### config.mk
export PLATFORM = sky130hd
export DESIGN_NAME = tpu_mac_core
export DESIGN_NICKNAME = d
export VERILOG_FILES = /design/src/rtl/tpu_pkg.sv /design/src/rtl/tpu_byte_assembler.sv /design/src/rtl/tpu_mac_core.sv
export SDC_FILE = /design/constraint.sdc
export NUM_CORES = 2
export LEC_CHECK = 0
export BUFFER_PORTS_ARGS = -buffer_cell sky130_fd_sc_hd__clkbuf_2
export CAP_MARGIN = 0
export CORE_MARGIN = 1
export CORE_UTILIZATION = 45
export DETAILED_ROUTE_END_ITERATION = 8
export GPL_TIMING_DRIVEN = 0
export PLACE_DENSITY_LB_ADDON = 0.1
export SETUP_SLACK_MARGIN = 0.5
export SLEW_MARGIN = 20
export SYNTH_ARGS = -nofsm -noshare
export SYNTH_HDL_FRONTEND = slang
export SYNTH_SLANG_ARGS = --single-unit
### constraint.sdc
create_clock -name clk -period 21.6 [get_ports clk]
set_input_delay 1.08 -clock clk [delete_from_list [all_inputs] [get_ports clk]]
set_output_delay 1.08 -clock clk [all_outputs]
set_load 0.02 [all_outputs]
### src/rtl/tpu_pkg.sv
// Shared sizes and types for the tpu_mac_core slice.
package tpu_pkg;

  localparam int DATA_W         = 8;
  localparam int ELEM_W         = 16;
  localparam int DIM            = 2;
  localparam int WORD_W         = DIM * DIM * ELEM_W;
  localparam int BYTES_PER_WORD = 8;
  localparam int CNT_W          = $clog2(BYTES_PER_WORD);

  typedef logic [ELEM_W-1:0] elem_t;
  typedef logic [WORD_W-1:0] word_t;

  typedef enum logic {
    SEL_A,
    SEL_B
  } sel_t;

endpackage

### src/rtl/tpu_byte_assembler.sv
// Edge-detects the byte strobe and packs bytes MSB-first into 64-bit words,
// pulsing o_word_done for one cycle after the eighth byte.
module tpu_byte_assembler
  import tpu_pkg::*;
(
  input  logic              clk,
  input  logic              rst,
  input  logic [DATA_W-1:0] i_data,
  input  logic              i_write_en,
  output logic              o_word_done,
  output word_t             o_word
);

  logic                       r_write_q;
  logic [CNT_W-1:0]           r_count;
  logic [WORD_W-DATA_W-1:0]   r_shift;
  word_t                      r_word;
  logic                       r_word_done;
  logic                       w_write_pulse;
  word_t                      w_next;

  assign w_write_pulse = i_write_en & ~r_write_q;
  // Only the first seven bytes need holding; the eighth completes the word.
  assign w_next        = {r_shift, i_data};

  always_ff @(posedge clk or negedge rst) begin
    if (!rst) begin
      r_write_q   <= 1'b0;
      r_count     <= '0;
      r_shift     <= '0;
      r_word      <= '0;
      r_word_done <= 1'b0;
    end else begin
      r_write_q   <= i_write_en;
      r_word_done <= 1'b0;
      if (w_write_pulse) begin
        r_shift <= w_next[WORD_W-DATA_W-1:0];
        if (r_count == CNT_W'(BYTES_PER_WORD - 1)) begin
          r_count     <= '0;
          r_word      <= w_next;
          r_word_done <= 1'b1;
        end else begin
          r_count <= r_count + 1'b1;
        end
      end
    end
  end

  assign o_word_done = r_word_done;
  assign o_word      = r_word;

endmodule

### src/rtl/tpu_mac_core.sv
// Byte-serial 2x2 matrix multiply-accumulate core (A word, then B word).
// Define TPU_ACC_SAT_EN to saturate accumulator elements instead of wrapping.
module tpu_mac_core
  import tpu_pkg::*;
(
  input  logic              clk,
  input  logic              rst,
  input  logic [DATA_W-1:0] data_in,
  input  logic              write_en,
  input  logic              acc_en,
  input  logic              clear,
  output logic              word_done,
  output logic              pair_ready,
  output logic [WORD_W-1:0] mult_out,
  output logic [WORD_W-1:0] acc_out
);

  sel_t  r_sel;
  word_t r_a;
  word_t r_b;
  word_t r_acc;
  logic  r_acc_q;
  logic  r_pair_ready;
  logic  w_word_done;
  word_t w_word;
  word_t w_mult;
  word_t w_acc_next;
  elem_t w_sum;
  logic  w_acc_pulse;

  function automatic elem_t accAdd(elem_t a, elem_t b);
`ifdef TPU_ACC_SAT_EN
    logic [ELEM_W:0] s;
    s = {1'b0, a} + {1'b0, b};
    return s[ELEM_W] ? '1 : s[ELEM_W-1:0];
`else
    return a + b;
`endif
  endfunction

  tpu_byte_assembler u_asm (
    .clk        (clk),
    .rst        (rst),
    .i_data     (data_in),
    .i_write_en (write_en),
    .o_word_done(w_word_done),
    .o_word     (w_word)
  );

  always_ff @(posedge clk or negedge rst) begin
    if (!rst) begin
      r_sel        <= SEL_A;
      r_a          <= '0;
      r_b          <= '0;
      r_pair_ready <= 1'b0;
    end else begin
      r_pair_ready <= 1'b0;
      if (w_word_done) begin
        case (r_sel)
          SEL_A: begin
            r_a   <= w_word;
            r_sel <= SEL_B;
          end
          SEL_B: begin
            r_b          <= w_word;
            r_sel        <= SEL_A;
            r_pair_ready <= 1'b1;
          end
          default: r_sel <= SEL_A;
        endcase
      end
    end
  end

  // 16-bit operands keep the products and sums modulo 2^16 by construction.
  always_comb begin
    w_mult = '0;
    w_sum  = '0;
    for (int r = 0; r < DIM; r++) begin
      for (int c = 0; c < DIM; c++) begin
        w_sum = '0;
        for (int k = 0; k < DIM; k++) begin
          w_sum = w_sum + r_a[(r*DIM+k)*ELEM_W +: ELEM_W] * r_b[(k*DIM+c)*ELEM_W +: ELEM_W];
        end
        w_mult[(r*DIM+c)*ELEM_W +: ELEM_W] = w_sum;
      end
    end
  end

  always_comb begin
    w_acc_next = '0;
    for (int i = 0; i < DIM*DIM; i++) begin
      w_acc_next[i*ELEM_W +: ELEM_W] = accAdd(r_acc[i*ELEM_W +: ELEM_W], w_mult[i*ELEM_W +: ELEM_W]);
    end
  end

  assign w_acc_pulse = acc_en & ~r_acc_q;

  always_ff @(posedge clk or negedge rst) begin
    if (!rst) begin
      r_acc_q <= 1'b0;
      r_acc   <= '0;
    end else begin
      r_acc_q <= acc_en;
      if (clear) begin
        r_acc <= '0;
      end else if (w_acc_pulse) begin
        r_acc <= w_acc_next;
      end
    end
  end

  assign word_done  = w_word_done;
  assign pair_ready = r_pair_ready;
  assign mult_out   = w_mult;
  assign acc_out    = r_acc;

endmodule

=== Word-level counts from Yosys, hierarchy flattened ===
Index checks and enable logic that the tools add are counted.

* Shift operators: 0
* Bitwise operators: 5
* Reductions and logical operators: 4
* Multiply operators: 8
* Equal/unequal tests: 1
* Order comparisons: 0
* Div/mod/pow operators: 0
* Multiplexer cells: 8
* Add/sub/neg operators: 9

{| class="wikitable"
|+ Operators by type and width
! operator !! number
|-
| $add 16x16->16 || 8
|-
| $mul 16x16->16 || 8
|-
| $mux 64 || 2
|-
| $reduce_and 2->1 || 3
|-
| $mux 1 || 4
|-
| $add 3x1->3 const B || 1
|-
| $eq 3x3->1 const B || 1
|-
| $mux 3 || 1
|-
| $not 1->1 || 3
|-
| $and 1x1->1 || 2
|-
| $pmux 1 s2 || 1
|-
| $reduce_bool 2->1 || 1
|}

* Output and inout port bits: 130
* Memories kept: 0
* Bits in latches: 0
* Bits in read-only memories: 0
* RAM bits: 0
* Flip-flop bits (word level): 320

=== Longest topological paths before layout ===
* Word-level depth: 5
* Gate-level depth with buffers: 33

=== Cells and area by module ===
A second synthesis with hierarchy kept.

* Cell total of the unflattened synthesis: 4,855
* Area total of the unflattened synthesis: 46,731.1 µm²

{| class="wikitable"
|+ By module, submodules not included
! module !! times used !! area an instance (µm²) !! cells each
|-
| tpu_mac_core || 1 || 41,962.7 || 4,586
|-
| tpu_byte_assembler || 1 || 4,768.3 || 269
|}

=== Least setup slack after synthesis ===
OpenSTA, ideal clock, no wires.

* Kind: register to register
* From: register r_b[18]
* To: register r_acc[31], in the netlist acc_out[31]
* Arrival time: 7,670 ps
* Path buffers: 2
* Path slack: 13,852 ps
* Library setup time: 78 ps
* Cell stages (with the launch flop): 31
* Cells stage by stage: dfrtp_1 -> clkbuf_1 -> clkbuf_1 -> and2_1 -> fa_1 -> inv_1 -> fa_1 -> fa_1 -> inv_1 -> ha_1 -> inv_1 -> fa_1 -> inv_1 -> fa_1 -> inv_1 -> fa_1 -> inv_1 -> fa_1 -> ha_1 -> nand2_1 -> o21ai_0 -> nor4_1 -> or4_1 -> and4b_1 -> xnor2_1 -> ha_1 -> nand2_1 -> o21ai_0 -> xnor2_1 -> or3_1 -> a21oi_1

* Longest elaborated chain between the ends: 5

{| class="wikitable"
|+ RTL lines
! element !! line !! RTL
|-
| start, declared || tpu_mac_core.sv:20 || <nowiki>word_t r_b;</nowiki>
|-
| start signal, assigned || tpu_mac_core.sv:65 || <nowiki>r_b <= w_word;</nowiki>
|-
| $mul 16x16->16 || tpu_mac_core.sv:83 || <nowiki>w_sum = w_sum + r_a[(r*DIM+k)*ELEM_W +: ELEM_W] * r_b[(k*DIM+c)*ELEM_W +: ELEM_W];</nowiki>
|-
| $add 16x16->16 || tpu_mac_core.sv:83 ||
|-
| net mult_out[29] || tpu_mac_core.sv:14 || <nowiki>output logic [WORD_W-1:0] mult_out,</nowiki>
|-
| $add 16x16->16 || tpu_mac_core.sv:37 || <nowiki>return a + b;</nowiki>
|-
| $mux 64 || tpu_mac_core.sv:107 || <nowiki>end else if (w_acc_pulse) begin</nowiki>
|-
| $mux 64 || tpu_mac_core.sv:105 || <nowiki>if (clear) begin</nowiki>
|-
| end signal, assigned || tpu_mac_core.sv:108 || <nowiki>r_acc <= w_acc_next;</nowiki>
|-
| end, declared || tpu_mac_core.sv:21 || <nowiki>word_t r_acc;</nowiki>
|}

The timed path passes the listed nets, and every way through them passes these cells. The select of a mux whose other input is x is not followed.
A chain may end at the register's enable or synchronous reset.

=== Final worst setup path ===
* From: register r_b[18]
* To: output port mult_out[31]

* Longest elaborated chain between the ends: 2

{| class="wikitable"
|+ RTL lines
! element !! line
|-
| $mul 16x16->16 || tpu_mac_core.sv:83
|-
| $add 16x16->16 || tpu_mac_core.sv:83
|-
| end, declared || tpu_mac_core.sv:14
|}

No other way between the ends.

==> flow_metrics.env <==
export IMPL_outcome="finished, final reports clean"
export IMPL_worst_case_headroom_to_the_max_slew_limit=0.163
export IMPL_synthesis_nets=5990
export IMPL_cp_arrival_ns=9.46
export IMPL_crit_type="reg -> out"
export IMPL_dieArea_um2=105000
export IMPL_fill_cells=9970
export IMPL_register_bit_total_from_synthesis=320
export IMPL_start_util=0.455
export IMPL_num_vias=34500
export IMPL_max_clock_path_buffers=3
export IMPL_ios=143
export IMPL_synth_seq_area_share=0.172
export IMPL_ys_async_sr_fraction=1.00
export IMPL_synth_top_family_by_area="adder cells"
export IMPL_fin_nets=6175
export IMPL_netlist_top_cells_count="889 x inv_1, 740 x fa_1, 607 x nand2_1"
export IMPL_drt_iter0_markers=2942
export IMPL_clk_root_buffer_cell="clkbuf_16"
export IMPL_synth_distinct_cells=50
export IMPL_worstSetupStartpointType="register"
export IMPL_synth_top_area_frac=0.318
export IMPL_p_total_w=0.00423
export IMPL_gp_routability_congestion=0.968
export IMPL_cp_max_fo=10
export IMPL_finalSetupViolations=0
export IMPL_post_synth_fa_ha_maj_area_fraction=0.433
export IMPL_worstReg2RegEnd="acc_out[31]"
export IMPL_reg2reg_depth=26
export IMPL_power_leakage_nw=25.3
export IMPL_crit_required_ns=20.52
export IMPL_first_pass_grt_wire_length_mm=239
export IMPL_drt_total_wl_mm=166
export IMPL_post_cts_resized_instances=0
export IMPL_place_port_buffers=141
export IMPL_post_synth_top_count_cell="inv_1"
export IMPL_max_cap_viol_count=0
export IMPL_actual_transition_at_the_worst_max_transition_pin_ns=1.25
export IMPL_synth_top_area_cell="fa_1"
export IMPL_clk_pin_slew_worst_paths_ns=0.06
export IMPL_fp_dieW_um=324
export IMPL_tritoncts_clock_tree="yes"
export IMPL_grt_start_max_net_pins=74
export IMPL_synthesized_cell_area_um2=46500
export IMPL_cts_sink_count=320
export IMPL_drt_drc_violations_left=0
export IMPL_synth_ff_type="dfrtp_1"
export IMPL_hpwl_mm=131
export IMPL_groute_usage_overall=0.324
export IMPL_hold_viol_final=0
export IMPL_yosysWarningCount=0
export IMPL_drt_first_pass_iters=6
export IMPL_fin_util=0.494
export IMPL_post_synth_main_area_contributors="fa_1 32%, dfrtp_1 17%, ha_1 11%"
export IMPL_avgSynthCellArea_um2=9.67
export IMPL_ctsHtreeMaxLevel=2
export IMPL_synth_simple_area_share=0.149
export IMPL_reg2reg_from="r_b[49]"
export IMPL_finClkSkew_ns=0.0526
export IMPL_cellPowerDensity_nw_per_um2=83.8
export IMPL_layout_area_overhead_vs_synth_pct=8.44
export IMPL_cts_repair_timing_setup_buffer_count=0
export IMPL_fin_crit_ns=10.54
export IMPL_timing_hold_worst_class="in -> async"
export IMPL_grt_overflow_total=0
export IMPL_synthesis_instances=4811
export IMPL_fp_coreArea_um2=102000
export IMPL_max_clock_freq_ghz=0.0949
export IMPL_via_per_inst=5.38
export IMPL_clk_insertion_delay_late_ns=0.62
export IMPL_grt_pass1_vias=35300
export IMPL_worst_ir_drop_vdd_v=0.0000868
export IMPL_yosys_area_share_xor_xnor=0.0626
export IMPL_floorplan_die_height_um=324
export IMPL_final_layout_size_suffix_gt1_frac=0.0963
export IMPL_drt_wirelength_per_cell_um=25.9
export IMPL_synth_edf_count=0
export IMPL_cts_made_buffers=38
export IMPL_timing_setup_tns_ns=0
export IMPL_timing_reg2reg_setup_slack_ns=11.95
export IMPL_critPathCaptureType="output port"
export IMPL_period_share=0.488
export IMPL_remaining_antenna_violation_count=0
export IMPL_rsz0062_at_grt="no"
export IMPL_cts_hold_buf=0
export IMPL_synth_mux_area_fraction=0.0612
export IMPL_compound_cell_area_share_of_the_yosys_netlist=0.0311
export IMPL_maxSlewViolCount=0
export IMPL_initial_antenna_violation_count=36
export IMPL_placement_rows=117
## through the flow
stage | setup slack (ns) | instances | cell area, µm² | hold slack, ns
after global placement | 11.78 | 6320 | 48900 | 0.480
after global routing | 10.81 | 6395 | 50400 | 0.516
after detailed placement | 11.78 | 6324 | 49100 | 0.488
after floorplan | 13.85 | 4811 | 46500 | 0.463
after CTS | 11.10 | 6393 | 50400 | 0.482
final | 11.06 | 6412 | 50400 | 0.478
## layout make-up
type,instances,area [µm²],area share
multi-input combinational,3362,34300,0.679
sequential,320,8010,0.159
inverter,889,3340,0.0661
tap,1368,1710,0.0339
clock buffer,59,1130,0.0224
buffer,240,928,0.0184
timing repair buffer,145,825,0.0163
clock inverter,10,205,0.00407
antenna,19,47.5,0.000942
## worst max-delay path, stage by stage (launching register included)
cell,delay (ns)
dfrtp_1,0.37
clkbuf_1,0.91
clkbuf_1,0.84
nand2_1,0.19
fa_1,0.58
inv_1,0.05
fa_1,0.47
inv_1,0.05
fa_1,0.52
inv_1,0.07
fa_1,0.46
inv_1,0.11
fa_1,0.42
fa_1,0.60
fa_1,0.44
fa_1,0.39
xnor2_1,0.28
xnor2_1,0.15
xnor2_1,0.36
xnor2_1,0.21
xnor2_2,0.16
xnor3_1,0.52
xnor2_2,0.43
clkbuf_2,0.25
## layout by cell type (no fill, tap or decap), types with 10 or more instances in the layout
master,n
xor2_1,61
clkbuf_8,11
o21ai_0,44
a21oi_1,106
nand3_1,17
and2_1,603
inv_1,889
mux2_2,251
ha_1,426
a21o_1,34
diode_2,19
xnor2_1,248
dfrtp_1,320
nor2b_1,14
nor3_1,28
fa_1,740
or3_1,10
clkbuf_16,38
clkbuf_1,224
nand2_1,607
nor2_1,72
clkbuf_2,148
## state kept, by name, summed over array words and instances (netlist names)
register	count
r_acc_q	1
u_asm.r_count	3
u_asm.r_write_q	1
u_asm.o_word	64
pair_ready	1
r_a	64
u_asm.o_word_done	1
r_b	64
u_asm.r_shift	56
acc_out	64
r_sel	1
## per-layer routing
metal | part of all wire | vias to the layer above | global-route usage
met5 | 0.00021 | - | 0
met4 | 0.054 | 4 | 0.148
met3 | 0.090 | 415 | 0.0648
met2 | 0.45 | 1518 | 0.504
met1 | 0.41 | 17600 | 0.435
li1 | - | 14900 | -
## report_power, final
part | leakage (nW) | internal (W) | switching [W]
Sequential | 4.24 | 0.000782 | 0.000343
Combinational | 20.4 | 0.000771 | 0.00164
Clock | 0.648 | 0.000412 | 0.000282
## cells by family after synthesis
kind of cell,Yosys count
AO/OA/AOI/OAI,241
XOR/XNOR,320
adder cells (fa/ha/maj),1166
buffers and inverters,1129
flip-flops,320
multiplexers,253
AND/OR/NAND/NOR,1382
## worst max path at each step
| stage | to | startpoint | depth (start not counted) | slack (ns) |
|---|---|---|---|---|
| finish | mult_out[31] | r_b[18] | 23 | 11.06 |
| global route | mult_out[31] | r_b[18] | 23 | 10.81 |
| CTS | mult_out[31] | r_b[49] | 23 | 11.10 |
| detailed placement | mult_out[31] | r_b[49] | 23 | 11.78 |
| global placement | mult_out[31] | r_b[49] | 23 | 11.78 |
| floorplan | acc_out[31] | r_b[18] | 30 | 13.85 |
No activity file was read; power rests on OpenSTA's default activity.
